File: src/rtl/serial_adder.sv
// Bit-serial adder. Operands are captured in parallel and then added LSB-first,
// one bit per clock, through a single full adder built from two half adders
// and an OR gate. The result is published only when the final bit completes.

// Half-adder primitive: sum is the XOR, carry is the AND of the two inputs.
module half_adder (
    input  logic a_i,
    input  logic b_i,
    output logic sum_o,
    output logic carry_o
);

    assign sum_o   = a_i ^ b_i;
    assign carry_o = a_i & b_i;

endmodule

module serial_adder #(
    parameter int WIDTH = 8
) (
    input  logic             clk,
    input  logic             rst,
    input  logic             start_i,
    input  logic [WIDTH-1:0] a_i,
    input  logic [WIDTH-1:0] b_i,
    input  logic             cin_i,
    output logic             busy_o,
    output logic             done_o,
    output logic [WIDTH-1:0] sum_o,
    output logic             cout_o
);

    // Bit counter wide enough to index WIDTH-1; WIDTH >= 2 keeps this >= 1.
    localparam int CW = (WIDTH > 1) ? $clog2(WIDTH) : 1;
    localparam logic [CW-1:0] LAST_BIT = CW'(WIDTH - 1);

    typedef enum logic [1:0] {
        S_IDLE = 2'd0,
        S_RUN  = 2'd1,
        S_DONE = 2'd2
    } state_t;

    state_t           state_q, state_d;
    logic [WIDTH-1:0] a_sh_q, a_sh_d;
    logic [WIDTH-1:0] b_sh_q, b_sh_d;
    logic [WIDTH-1:0] s_sh_q, s_sh_d;
    logic             carry_q, carry_d;
    logic [CW-1:0]    cnt_q, cnt_d;
    logic [WIDTH-1:0] sum_q, sum_d;
    logic             cout_q, cout_d;
    logic             done_q, done_d;

    // Full adder datapath: first half adder combines the operand bits, the
    // second folds in the running carry; either half adder's carry propagates.
    logic ha0_sum, ha0_carry;
    logic ha1_sum, ha1_carry;
    logic fa_bit, fa_carry;

    half_adder u_ha0 (
        .a_i     (a_sh_q[0]),
        .b_i     (b_sh_q[0]),
        .sum_o   (ha0_sum),
        .carry_o (ha0_carry)
    );

    half_adder u_ha1 (
        .a_i     (ha0_sum),
        .b_i     (carry_q),
        .sum_o   (ha1_sum),
        .carry_o (ha1_carry)
    );

    assign fa_bit   = ha1_sum;
    assign fa_carry = ha0_carry | ha1_carry;

    // Result shift register after this bit lands in the MSB; on the last bit
    // this is the completed sum.
    logic [WIDTH-1:0] s_shifted;
    assign s_shifted = {fa_bit, s_sh_q[WIDTH-1:1]};

    // Next-state and datapath control; every register holds unless updated.
    always_comb begin
        state_d = state_q;
        a_sh_d  = a_sh_q;
        b_sh_d  = b_sh_q;
        s_sh_d  = s_sh_q;
        carry_d = carry_q;
        cnt_d   = cnt_q;
        sum_d   = sum_q;
        cout_d  = cout_q;
        done_d  = 1'b0;

        case (state_q)
            S_IDLE: begin
                if (start_i) begin
                    a_sh_d  = a_i;
                    b_sh_d  = b_i;
                    carry_d = cin_i;
                    s_sh_d  = '0;
                    cnt_d   = '0;
                    state_d = S_RUN;
                end
            end

            S_RUN: begin
                a_sh_d  = {1'b0, a_sh_q[WIDTH-1:1]};
                b_sh_d  = {1'b0, b_sh_q[WIDTH-1:1]};
                carry_d = fa_carry;
                s_sh_d  = s_shifted;
                cnt_d   = cnt_q + CW'(1);
                if (cnt_q == LAST_BIT) begin
                    // Publish only the finished result; outputs never see
                    // a partially shifted sum.
                    sum_d   = s_shifted;
                    cout_d  = fa_carry;
                    done_d  = 1'b1;
                    cnt_d   = '0;
                    state_d = S_DONE;
                end
            end

            S_DONE: begin
                // Start requests here are dropped; a new add begins from IDLE.
                state_d = S_IDLE;
            end

            default: begin
                state_d = S_IDLE;
            end
        endcase
    end

    // State and datapath registers; reset aborts any add in flight.
    always_ff @(posedge clk or posedge rst) begin
        if (rst) begin
            state_q <= S_IDLE;
            a_sh_q  <= '0;
            b_sh_q  <= '0;
            s_sh_q  <= '0;
            carry_q <= 1'b0;
            cnt_q   <= '0;
            sum_q   <= '0;
            cout_q  <= 1'b0;
            done_q  <= 1'b0;
        end else begin
            state_q <= state_d;
            a_sh_q  <= a_sh_d;
            b_sh_q  <= b_sh_d;
            s_sh_q  <= s_sh_d;
            carry_q <= carry_d;
            cnt_q   <= cnt_d;
            sum_q   <= sum_d;
            cout_q  <= cout_d;
            done_q  <= done_d;
        end
    end

    assign busy_o = (state_q == S_RUN);
    assign done_o = done_q;
    assign sum_o  = sum_q;
    assign cout_o = cout_q;

endmodule

File: config.mk
export PLATFORM = sky130hd
export DESIGN_NAME = serial_adder
export DESIGN_NICKNAME = d
export VERILOG_FILES = /design/src/rtl/serial_adder.sv
export SDC_FILE = /design/constraint.sdc
export NUM_CORES = 1
export LEC_CHECK = 0
export ABC_CLOCK_PERIOD_IN_PS = 1710
export BUFFER_PORTS_ARGS = -buffer_cell sky130_fd_sc_hd__buf_4
export CORE_UTILIZATION = 35
export CTS_BUF_LIST = sky130_fd_sc_hd__clkbuf_4
export CTS_CLUSTER_DIAMETER = 30
export DETAILED_ROUTE_END_ITERATION = 12
export PLACE_DENSITY = 0.54
export SYNTH_ARGS = -nofsm -noshare
export SYNTH_HDL_FRONTEND = slang
export SYNTH_SLANG_ARGS = --single-unit
export TNS_END_PERCENT = 20
File: constraint.sdc
create_clock -name clk -period 1.71 [get_ports clk]
set_input_delay 0.0855 -clock clk [delete_from_list [all_inputs] [get_ports clk]]
set_output_delay 0.0855 -clock clk [all_outputs]
set_load 0.005 [all_outputs]
==> metrics, run 1 <==
kind of critical path=flip-flop to flip-flop; root buf cell=clkbuf_4; simple-gate portion of the synthesized area=13.1%; Starting Density=36.8%; HPWL after detailed placement=2460 um; clock sinks=39; pwr dens=1640 nW/um^2; Worst slew margin=64.5%; Post CTS Setup Buffer Count=0; die area=5290 um^2; Tightest Pin Transition=0.532 ns; initial antenna violation count=0; die width=72.7 um; GRT Resource Usage Total=15.0%; Worst-Skew Late Latency=0.35 ns; TritonCTS Buffers=5; Seq cells post-synth=39; H-tree Lvls=2; cell taking the most area after synthesis=dfrtp_1; post-CTS sizing=0; min Tclk post-route=1.52 ns; final worst-path cycle share=88.6%; crit-path max FO=11; P&R area growth vs syn=21.7%; drt wl/cell=14.3 um; post-synth top area share=55.8%; RSZ-0062 raised after global routing=no; DRT antenna net count=0; Syn Nets=163; DRT iter0 DRCs=61; Synth Area in XOR/XNOR=0%; Longest Clk Path Bufs=2; sequential-to-total area share from yosys stat=55.8%; total grt overflow=0; CP endpoint kind=flip-flop; critical path arrival=1.77 ns; wirelength, routed=3510 um; Pre-Repair DR Iteration Count=4; final hold slack=0.0304 ns; largest family of logic cells by synthesized area=compound AO/OA/AOI/OAI gates; Startpoint Class=flip-flop; post-synthesis mux area share=6.65%; status=completed; Inst Count DP=236; vias=1226; FF-to-FF setup slack=0.19 ns; R2R depth=4; Slew Viols, Final=0; Top-Level Pins=31; n_diodes=0; post-synth cell types=32; Post-Syn Area=1750 um^2; DRC Markers=0; Mean Syn Cell Area=12.5 um^2; Max IR drop VDD=0.668 mV; vias in the first global route=1198; final count of negative-setup-slack endpoints=0; Peak Freq=660 MHz; hold crit path type=input port to flip-flop; Reg clk slew, reported paths=0.11 ns; Crit Reg-Reg Startpoint=state_q[0]; Final Core Density=44.8%; clk_skew=0.00539 ns; Critical Path End=cnt_q[0]; Chip Height=72.7 um; MaxCap Viol Count=0; Hold Vio Cnt, Final=0; most frequent cell after synthesis=dfrtp_1; worst setup path startpoint=state_q[0]; Layout Cells excl Fill=246; Pleak=0.979 nW; CTS Hold Bufs=2; critical path data required time=1.97 ns; global-route wire length before repair=5910 um; post-synthesis compound-gate area fraction=17.0%; fraction of the mapped netlist area in adder cells=2.57%; Port Buffers=30; Post-synth EDFFs=0; Post-Syn Instances=140; num rows=25; total core area=4750 um^2; layout cells sized above 1=32.4%; Syn. warnings=0; final setup TNS=0 ns; Via-to-Cell Ratio=4.98; commonest cells in the netlist=dfrtp_1 (39), nor3b_1 (10), a22o_1 (9); Synth Flop Type=dfrtp_1; nets=201; FFs w/ async S/R, synth=100%; CTS tree=built; capture point of the worst reg-to-reg path=cnt_q[0]; main area contributors after synthesis=dfrtp_1 (56%), a22o_1 (4.5%), nor3b_1 (4.3%), mux2_4 (3.4%), mux2_2 (3.2%); largest net degree at the start of global routing=40; placer congestion estimate=0.734
==> layer usage <==
layer  vias up  wire (um)  GRT usage [%]
met5         -          0              0
met4         0         87           7.41
met3         8        188           4.56
met2        41       1530           20.7
met1       595       1700           21.3
li1        582          -              -
==> critical path: stages (launching register included) <==
cell and delay [ns]:
dfrtp_1 0.53, o21bai_1 0.51, buf_4 0.27, nand2_1 0.06
o31ai_1 0.06
==> state kept, by name, indices dropped and copies added (netlist names) <==
signal / cells
cout_o: 1
state_q: 2
sum_o: 8
b_sh_q: 8
carry_q: 1
s_sh_q: 7
cnt_q: 3
a_sh_q: 8
done_o: 1
==> worst min path at each step <==
stage                       from        end  slack (ns)  depth (start not counted)
final                     a_i[7]  a_sh_q[7]        0.03                          3
after global routing      a_i[7]  a_sh_q[7]        0.02                          3
after CTS                 a_i[7]  a_sh_q[7]        0.01                          3
after detailed placement     rst  b_sh_q[1]        0.24                          3
after global placement       rst  b_sh_q[1]        0.24                          3
after floorplan           a_i[7]  a_sh_q[7]        0.22                          2
==> metrics by stage <==
stage | power (mW) | setup WS, ns | cell area (um^2)
final | 3.49 | 0.194 | 2130
after global routing | 3.76 | 0.110 | 2130
after CTS | 3.53 | 0.190 | 2130
after detailed placement | 3.07 | 0.216 | 2060
after global placement | 3.02 | 0.229 | 2060
after floorplan | 2.58 | 0.334 | 1750
==> cell type report <==
cell class,instances,area [um^2]
clock buffer,5,37.5
clock inverter,3,15.0
fill,476,2630
inverter,9,38.8
multi-input combinational,85,688
sequential,39,976
tap,67,83.8
timing repair buffer,38,290
==> power breakdown <==
part,switching (mW),internal (mW),leakage (nW)
Combinational,0.634,0.793,0.471
Sequential,0.278,1.33,0.481
Clock,0.304,0.151,0.0263
==> cell families after synthesis <==
logic type	after synthesis
AO/OA/AOI/OAI	39
adder cells (fa/ha/maj)	3
buffers and inverters	16
flip-flops	39
multiplexers	9
AND/OR/NAND/NOR	34
==> placed cells by master, fill, tap and decap left out, types with 2 or more instances in the layout <==
cell           instances
clkbuf_4               5
a21oi_1                6
inv_1                  7
nor3b_1               10
nor2b_1                4
nand2b_1               5
dlygate4sd3_1          2
o21ai_0                7
a221oi_1               4
dfrtp_1               39
buf_4                 36
ha_1                   2
clkinv_1               2
mux2_2                 5
mux2_4                 4
nand3b_1               2
nand2_1                6
a221o_1                3
a22o_1                 9
inv_4                  2
nor2_1                 2
o22a_1                 5
o221a_2                2
(Power assumes the default switching activity.)
==> inputs of run 2 (changes only) <==
--- a/config.mk
+++ b/config.mk
@@ -6,12 +6,12 @@
 export NUM_CORES = 1
 export LEC_CHECK = 0
 export ABC_CLOCK_PERIOD_IN_PS = 1710
-export BUFFER_PORTS_ARGS = -buffer_cell sky130_fd_sc_hd__buf_4
 export CORE_UTILIZATION = 35
 export CTS_BUF_LIST = sky130_fd_sc_hd__clkbuf_4
 export CTS_CLUSTER_DIAMETER = 30
 export DETAILED_ROUTE_END_ITERATION = 12
-export PLACE_DENSITY = 0.54
+export DONT_BUFFER_PORTS = 1
+export PLACE_DENSITY = 0.49
 export SYNTH_ARGS = -nofsm -noshare
 export SYNTH_HDL_FRONTEND = slang
 export SYNTH_SLANG_ARGS = --single-unit
==> metrics, run 2 (synthesis results as in run 1) <==
HPWL after detailed placement=2340 um (-4.9%); most frequent cells in the layout=dfrtp_1 (39), nor3b_1 (10), a22o_1 (9), dlygate4sd3_1 (9), buf_4 (8); nets=180 (-10%); Starting Density=36.8% (unchanged); crit-path max FO=7 (-4); initial antenna violation count=0 (unchanged); total core area=4750 um^2 (unchanged); met2 WL=1560 um (+1.8%); total grt overflow=0 (unchanged); GRT Resource Usage Total=14.8% (-0.15 points); final worst-path cycle share=85.2% (-3.4 points); Pleak=0.890 nW (-9.0%); P&R area growth vs syn=15.3%; final setup TNS=0 ns (unchanged); placer congestion estimate=0.749 (+2.0%); final hold slack=0.0226 ns (-0.00783 ns); clock sinks=39 (unchanged); die width=72.7 um (unchanged); Worst-Skew Late Latency=0.34 ns (about the same); Top-Level Pins=31 (unchanged); DR WL met3=147 um (-22%); vias=1164 (-5.1%); H-tree Lvls=2 (unchanged); Chip Height=72.7 um (unchanged); CP endpoint kind=flip-flop; Reg clk slew, reported paths=0.13 ns (+0.02 ns); Peak Freq=686 MHz (+4.0%); slowest CP cell=dfrtp_1; DRT antenna net count=0 (unchanged); num rows=25 (unchanged); Pre-Repair DR Iteration Count=4 (unchanged); Critical Path, Cell by Cell=ha_1 -> ha_1 -> nand2_8 -> inv_4 -> mux2_4; final count of negative-setup-slack endpoints=0 (unchanged); NetSw=1.19 mW (-2.2%); CTS Hold Bufs=8 (+6); largest net degree at the start of global routing=40 (unchanged); vias in the first global route=1186 (-1.0%); Post CTS Setup Buffer Count=0 (unchanged); Port Buffers=0 (-100%); cell internal pwr=2.30 mW (+1.2%); Via-to-Cell Ratio=5.17 (+3.8%); Place WS=0.258 ns (+0.0417 ns); hold crit path type=input port to flip-flop; MaxCap Viol Count=0 (unchanged); n_diodes=0 (unchanged); pwr dens=1730 nW/um^2 (+5.5%); wirelength, routed=3430 um (-2.5%); die area=5290 um^2 (unchanged); Startpoint Class=flip-flop; Setup WS post-layout=0.253 ns (+0.0589 ns); kind of critical path=flip-flop to flip-flop; Slew Viols, Final=0 (unchanged); status=completed; max incr delay on CP=0.43 ns (-0.10 ns); critical path data required time=1.95 ns (-0.02 ns); critical path arrival=1.70 ns (-0.07 ns); commonest non-fill, non-tap cell in the layout=dfrtp_1; min Tclk post-route=1.46 ns (-0.0589 ns); CP most frequent cell=ha_1; Finished Cell Area=2020 um^2 (-5.2%); highest routed layer=met4; TritonCTS Buffers=5 (unchanged); Reg power frac=47.0% (+0.9 points); switch share=34.0% (-0.76 points); drt wl/cell=15.2 um (+6.6%); DP Area=1850 um^2 (-10%); Comb power frac=35.2% (-5.7 points); root buf cell=clkbuf_4; Longest Clk Path Bufs=2 (unchanged); CTS tree=built; DRC Markers=0 (unchanged); DRT iter0 DRCs=73 (+20%); clk_skew=0.0107 ns (+0.00528 ns); Max IR drop VDD=0.709 mV (+6.2%); Tightest Pin Transition=0.509 ns (-0.0229 ns); global-route wire length before repair=5870 um (-0.59%); met1 WL=1670 um (-2.1%); Hold Vio Cnt, Final=0 (unchanged); Worst slew margin=66.0% (+1.5 points); layout cells sized above 1=20.3% (-12 points); clock network fraction of total power=17.8% (+4.8 points); RSZ-0062 raised after global routing=no; post-CTS sizing=0 (unchanged)
[run 2: cell count changes in the layout (fill, tap and decap cells not counted)]
| cell | previous run | this run |
|---|---|---|
| clkinv_2 | 0 | 1 |
| dlygate4sd3_1 | 2 | 9 |
| buf_4 | 36 | 8 |
| clkinv_1 | 2 | 0 |
| bufinv_16 | 0 | 1 |
| clkinvlp_4 | 1 | 0 |
| clkinv_4 | 0 | 1 |
[run 2: path summary, 6_finish.rpt]
kind	start	cells past startpoint	slack (ns)	to
max	cnt_q[0]	5	0.25	sum_o[6]
min	start_i	2	0.02	state_q[0]
max reg2reg	cnt_q[0]	5	0.25	sum_o[6]
min reg2reg	cnt_q[0]	1	0.52	cnt_q[0]
max in group asynchronous	rst	3	1.07	cnt_q[0]
min in group asynchronous	rst	3	0.30	sum_o[7]
[run 2: worst max-delay path, delay by kind of cell (launching register included)]
family	cells	cell delay (ns)
adders and majority gates	2	0.47
buffers and inverters	1	0.06
DFF	1	0.43
muxes	1	0.29
and+or+nand+nor	1	0.12
[run 2: routing by layer]
layer / GRT usage [%] / up-vias
li1: - / 540
met1: 20.2 / 594
met2: 21.2 / 26
met3: 5.11 / 4
met4: 6.97 / 0
met5: 0 / -
[run 2: power by group through the flow]
stage                     logic [mW]  clock network (mW)  registers (mW)
after detailed placement        1.23                   0            1.66
after global routing            1.38               0.701            1.70
after floorplan                 1.02                   0            1.56
after CTS                       1.24               0.651            1.64
final                           1.23               0.621            1.64
after global placement          1.21                   0            1.65
[run 2: final cells by class]
cell class                 count  area (um^2)
inverter                       9         38.8
multi-input combinational     85          688
timing repair buffer          17          150
tap                           67         83.8
clock buffer                   5         37.5
fill                         470         2740
clock inverter                 3         43.8
sequential                    39          976
[run 2: stage by stage]
step	cells	util, %	power (mW)
finish	225	42.4	3.49
CTS	224	42.2	3.54
detailed placement	208	38.8	2.88
floorplan	140	-	2.58
global placement	208	38.8	2.86
global route	225	42.4	3.77
